[config.mk]
export PLATFORM = sky130hd
export DESIGN_NAME = fetch_unit
export DESIGN_NICKNAME = d
export VERILOG_FILES = /design/src/rtl/fetch_unit.sv
export SDC_FILE = /design/constraint.sdc
export NUM_CORES = 1
export LEC_CHECK = 0
export CORE_MARGIN = 2
export CORE_UTILIZATION = 45
export DETAILED_ROUTE_END_ITERATION = 16
export GPL_ROUTABILITY_DRIVEN = 0
export GPL_TIMING_DRIVEN = 1
export PLACE_DENSITY_LB_ADDON = 0.12
export SYNTH_ARGS = -nofsm -noshare
export SYNTH_HDL_FRONTEND = slang
export SYNTH_SLANG_ARGS = --single-unit
[constraint.sdc]
create_clock -name clk -period 1.6 [get_ports clk]
set_input_delay 0.32 -clock clk [delete_from_list [all_inputs] [get_ports clk]]
set_output_delay 0.32 -clock clk [all_outputs]
set_load 0.02 [all_outputs]
[src/rtl/fetch_unit.sv]
// Instruction-fetch stage: owns the PC, issues word requests to instruction memory
// and fills the IF/ID register, with a one-entry skid buffer for stalls and a drain state for redirects.
module fetch_unit #(
    parameter int                  PC_WIDTH    = 8,
    parameter int                  INSTR_WIDTH = 32,
    parameter logic [PC_WIDTH-1:0] RESET_PC    = '0
) (
    input  logic                   clk,
    input  logic                   rst_n,
    input  logic                   stall,
    input  logic                   branch_taken,
    input  logic [PC_WIDTH-1:0]    branch_target,
    input  logic                   jump,
    input  logic [PC_WIDTH-1:0]    jump_target,
    output logic                   imem_req,
    output logic [PC_WIDTH-1:0]    imem_addr,
    input  logic                   imem_ready,
    input  logic [INSTR_WIDTH-1:0] imem_rdata,
    output logic                   ifid_valid,
    output logic [INSTR_WIDTH-1:0] ifid_instr,
    output logic [PC_WIDTH-1:0]    ifid_pc_next,
    output logic [15:0]            ifid_immediate
);

    typedef enum logic [1:0] {
        S_FETCH = 2'd0,
        S_HELD  = 2'd1,
        S_DRAIN = 2'd2
    } state_t;

    localparam logic [PC_WIDTH-1:0] PC_ONE = {{(PC_WIDTH-1){1'b0}}, 1'b1};

    state_t                 state, state_n;
    logic [PC_WIDTH-1:0]    pc, pc_n;
    logic [PC_WIDTH-1:0]    drain_addr, drain_addr_n;
    logic [INSTR_WIDTH-1:0] buf_instr, buf_instr_n;
    logic [PC_WIDTH-1:0]    buf_pc_next, buf_pc_next_n;
    logic                   ifid_valid_n;
    logic [INSTR_WIDTH-1:0] ifid_instr_n;
    logic [PC_WIDTH-1:0]    ifid_pc_next_n;

    logic                   redirect;
    logic                   completion;
    logic [PC_WIDTH-1:0]    target;
    logic [PC_WIDTH-1:0]    pc_plus1;

    // Branch wins over jump when both resolve in the same cycle.
    assign redirect   = branch_taken | jump;
    assign target     = branch_taken ? branch_target : jump_target;
    assign pc_plus1   = pc + PC_ONE;

    // While draining, the abandoned request must stay on the bus until memory accepts it.
    assign imem_req   = (state != S_HELD);
    assign imem_addr  = (state == S_DRAIN) ? drain_addr : pc;
    assign completion = imem_req & imem_ready;

    assign ifid_immediate = ifid_instr[15:0];

    always_ff @(posedge clk or negedge rst_n) begin
        if (!rst_n) begin
            state        <= S_FETCH;
            pc           <= RESET_PC;
            drain_addr   <= '0;
            buf_instr    <= '0;
            buf_pc_next  <= '0;
            ifid_valid   <= 1'b0;
            ifid_instr   <= '0;
            ifid_pc_next <= '0;
        end else begin
            state        <= state_n;
            pc           <= pc_n;
            drain_addr   <= drain_addr_n;
            buf_instr    <= buf_instr_n;
            buf_pc_next  <= buf_pc_next_n;
            ifid_valid   <= ifid_valid_n;
            ifid_instr   <= ifid_instr_n;
            ifid_pc_next <= ifid_pc_next_n;
        end
    end

    always_comb begin
        state_n        = state;
        pc_n           = pc;
        drain_addr_n   = drain_addr;
        buf_instr_n    = buf_instr;
        buf_pc_next_n  = buf_pc_next;
        ifid_valid_n   = ifid_valid;
        ifid_instr_n   = ifid_instr;
        ifid_pc_next_n = ifid_pc_next;

        unique case (state)
            S_FETCH: begin
                if (redirect) begin
                    pc_n         = target;
                    ifid_valid_n = 1'b0;
                    if (!completion) begin
                        drain_addr_n = pc;
                        state_n      = S_DRAIN;
                    end
                end else if (completion) begin
                    pc_n = pc_plus1;
                    if (stall) begin
                        buf_instr_n   = imem_rdata;
                        buf_pc_next_n = pc_plus1;
                        state_n       = S_HELD;
                    end else begin
                        ifid_valid_n   = 1'b1;
                        ifid_instr_n   = imem_rdata;
                        ifid_pc_next_n = pc_plus1;
                    end
                end else if (!stall) begin
                    ifid_valid_n = 1'b0;
                end
            end

            S_HELD: begin
                if (redirect) begin
                    pc_n          = target;
                    ifid_valid_n  = 1'b0;
                    buf_instr_n   = '0;
                    buf_pc_next_n = '0;
                    state_n       = S_FETCH;
                end else if (!stall) begin
                    ifid_valid_n   = 1'b1;
                    ifid_instr_n   = buf_instr;
                    ifid_pc_next_n = buf_pc_next;
                    state_n        = S_FETCH;
                end
            end

            S_DRAIN: begin
                if (redirect) begin
                    pc_n         = target;
                    ifid_valid_n = 1'b0;
                end else if (!stall) begin
                    ifid_valid_n = 1'b0;
                end
                if (imem_ready) begin
                    state_n = S_FETCH;
                end
            end

            default: begin
                state_n = S_FETCH;
            end
        endcase
    end

endmodule

==> run summary <==
critical path's slowest cell = dfrtp_1
CP max stage delay = 410 ps
CP Depth = 11
reg2reg setup slack = -340 ps
dpl hpwl = 8120 um
root buffer cell = clkbuf_8
critical path endpoint category = flop
total track usage = 0.221
placed inst area = 6460 um2
Hold WS = 445 ps
Post-Syn Area = 4730 um2
sequential fraction of the synthesis area = 0.523
drt via density = 5.32
TritonCTS clock tree = done
Clock power frac = 0.110
vias in the first global route = 4201
R2R Path End = ifid_pc_next[6]$_DFFE_PN0P_
Final Hold Fails = 0
Reg2Reg Depth = 11
Reg-to-Reg Start = state[1]$_DFFE_PN0P_
crit-path max FO = 6
startpoint types = flop
pin count of the biggest net entering global routing = 34
height of the die = 107 um
period utilisation layout = 1.21
Clock Path Buffers = 2
Most common cell on crit path = buf_6
post-route antenna net violation count = 0
FFs w/ async S/R, synth = 1.00
Pwr Density = 1760 nW/um2
# H-tree levels = 3
sum of negative setup slack = -27730 ps
Switching Share = 0.417
switching pwr = 0.00594 W
status = finished with violations
Worst EP required = 1880 ps
MaxCap Viol Count = 0
post-synthesis cell count = 492
Synth-to-Final Area Change = 70.7%
total grt overflow = 0
CP cell instances = buf_6 > inv_4 > buf_6 > ha_4 > and3b_2 > buf_6 > o21ai_4 > buf_6 > buf_12 > nand2_4 > o211ai_1
buffers plus inverters on the worst setup path = 6
Post-Syn Area per Cell = 9.62 um2
Gate power share = 0.557
Die Wd = 107 um
Worst Max-Slew Pin Slew = 528 ps
largest area contributor in the netlist = dfrtp_1
leak pwr = 3.85 nW
1st-iter DRT viols = 164
top cells by area, synth = dfrtp_1 52%, nand2_1 9.6%, a21boi_0 5.2%
Clock Pin Slew Worst Setup and Hold Paths = 100 ps
synthesis warning total = 0
fin crit period = 1940 ps
cell family with most CP delay = buffers and inverters
DR pass1 iterations = 4
VDD IR-drop max = 1060 uV
Seq cells post-synth = 99
Syn Nets = 551
failing checks = setup timing
FMAX = 515 MHz
Skew-Pair Late Insertion Delay = 370 ps
final WL = 15000 um
Hold/Removal Path Class = in -> async
top_reg_cell synth = dfrtp_1
antenna cell count = 0
endpoints failing setup = 106
# rows = 37
number of port buffers = 119
most frequent cells in the layout = 99 x dfrtp_1, 65 x buf_4, 57 x dlygate4sd2_1
Clock Skew = 10.2 ps
Final nets = 748
first-pass GRT wire length = 20100 um
Power Internal = 0.00831 W
DR vias = 4415
TritonCTS Sinks = 99
register share of total power = 0.332
clock buffer count from CTS = 9
setup ws final = -340 ps
number of enable flip-flop cells after synthesis = 0
Arr. time, crit path = 2220 ps
Relative slew margins = 0.646
core area = 10300 um2
I/O pins = 120
post-synth cell types = 43
most common cell after layout, fill and taps aside = dfrtp_1
DRC Markers = 0
Initial Util = 0.461
initial antenna violation count = 0
pins over their slew limit = 0
post-synth top area share = 0.523
wire per inst = 18.0 um
Final Instance Area = 8080 um2
Crit Path Class = reg -> reg
die area = 11400 um2
fraction of layout cells with a size suffix above 1 = 0.454
Placement Setup Slack = -543 ps
unrepaired setup endpoints after global routing = true
## worst max path at each step
stage | startpoint | to | slack, ps
after floorplan | state[1]$_DFFE_PN0P_ | buf_pc_next[0]$_DFFE_PN0P_ | -70
after global placement | state[0]$_DFFE_PN0P_ | imem_addr[4] | -510
after detailed placement | state[0]$_DFFE_PN0P_ | imem_addr[3] | -540
after CTS | state[0]$_DFFE_PN0P_ | imem_addr[7] | -350
after global routing | state[1]$_DFFE_PN0P_ | buf_instr[7]$_DFFE_PN0P_ | -420
final | state[1]$_DFFE_PN0P_ | ifid_pc_next[6]$_DFFE_PN0P_ | -340
## state kept, by name, summed over array words and instances, names as in the netlist
register and cells:
ifid_pc_next 8, buf_instr 32, pc 8, buf_pc_next 8
drain_addr 8, ifid_valid 1, ifid_instr 32, state 2
## kinds of logic after synthesis
family | count (synthesis) | synth area share
AO/OA/AOI/OAI | 148 | 0.188
XOR/XNOR | 6 | 0.0111
adder cells (fa/ha/maj) | 5 | 0.0132
buffers and inverters | 53 | 0.0655
flip-flops | 99 | 0.523
multiplexers | 25 | 0.0573
AND/OR/NAND/NOR | 156 | 0.141
## through the flow
stage | util | power (W) | cells
after floorplan | - | 0.00794 | 492
after global placement | 0.629 | 0.0106 | 775
after detailed placement | 0.629 | 0.0108 | 775
after CTS | 0.680 | 0.0124 | 811
after global routing | 0.787 | 0.0151 | 830
final | 0.787 | 0.0142 | 830
## layer usage
metal	vias to the layer above	GRT usage	routed length [um]	part of all wire
met2	127	0.362	7670	0.51
li1	2063	-	-	-
met5	-	0	0	0
met4	0	0.0816	300	0.020
met3	28	0.0401	663	0.044
met1	2197	0.294	6310	0.42
## worst register-to-register path, cell delays in order (launching register included)
cell and delay, ps:
dfrtp_1 410, buf_6 130, inv_4 40, buf_6 110, ha_4 150, and3b_2 230
buf_6 130, o21ai_4 200, buf_6 180, buf_12 150, nand2_4 40, o211ai_1 90
## cell type report
type | instances | area, um2
Tap cell | 136 | 170
Multi-Input combinational cell | 340 | 2810
Timing Repair Buffer | 232 | 2410
Fill cell | 673 | 2190
Clock inverter | 3 | 21.3
Clock buffer | 13 | 169
Sequential cell | 99 | 2480
Inverter | 7 | 31.3
## cells in the mapped netlist, types with 4 or more instances
| cell type | count |
|---|---|
| a21boi_0 | 33 |
| a21oi_1 | 13 |
| buf_2 | 8 |
| buf_4 | 25 |
| clkbuf_1 | 12 |
| dfrtp_1 | 99 |
| ha_1 | 5 |
| inv_1 | 7 |
| mux2_2 | 15 |
| mux2i_1 | 8 |
| nand2_1 | 121 |
| nand3_1 | 5 |
| nor2_1 | 8 |
| nor2b_1 | 4 |
| o21ai_0 | 46 |
| o21ai_1 | 36 |
| xnor2_1 | 4 |
## what timing repair did
action / in CTS / in global routing
gates cloned: 3 / 14
hold buffers: 1 / 0
resized for setup: 158 / 266
pin swaps: 8 / 102
endpoints found under the setup margin: 165 / 107
hold endpoints to repair: 30 / 0
buffers inserted: 16 / 10
## power by group through the flow
stage / Combinational [W] / Clock, W / Sequential (W)
finish: 0.00794 / 0.00157 / 0.00474
floorplan: 0.00295 / 0 / 0.00499
global placement: 0.00621 / 0 / 0.00436
global route: 0.00849 / 0.00170 / 0.00488
detailed placement: 0.00636 / 0 / 0.00443
CTS: 0.00643 / 0.00158 / 0.00437
Note: power is estimated with default switching activity, not from simulation.
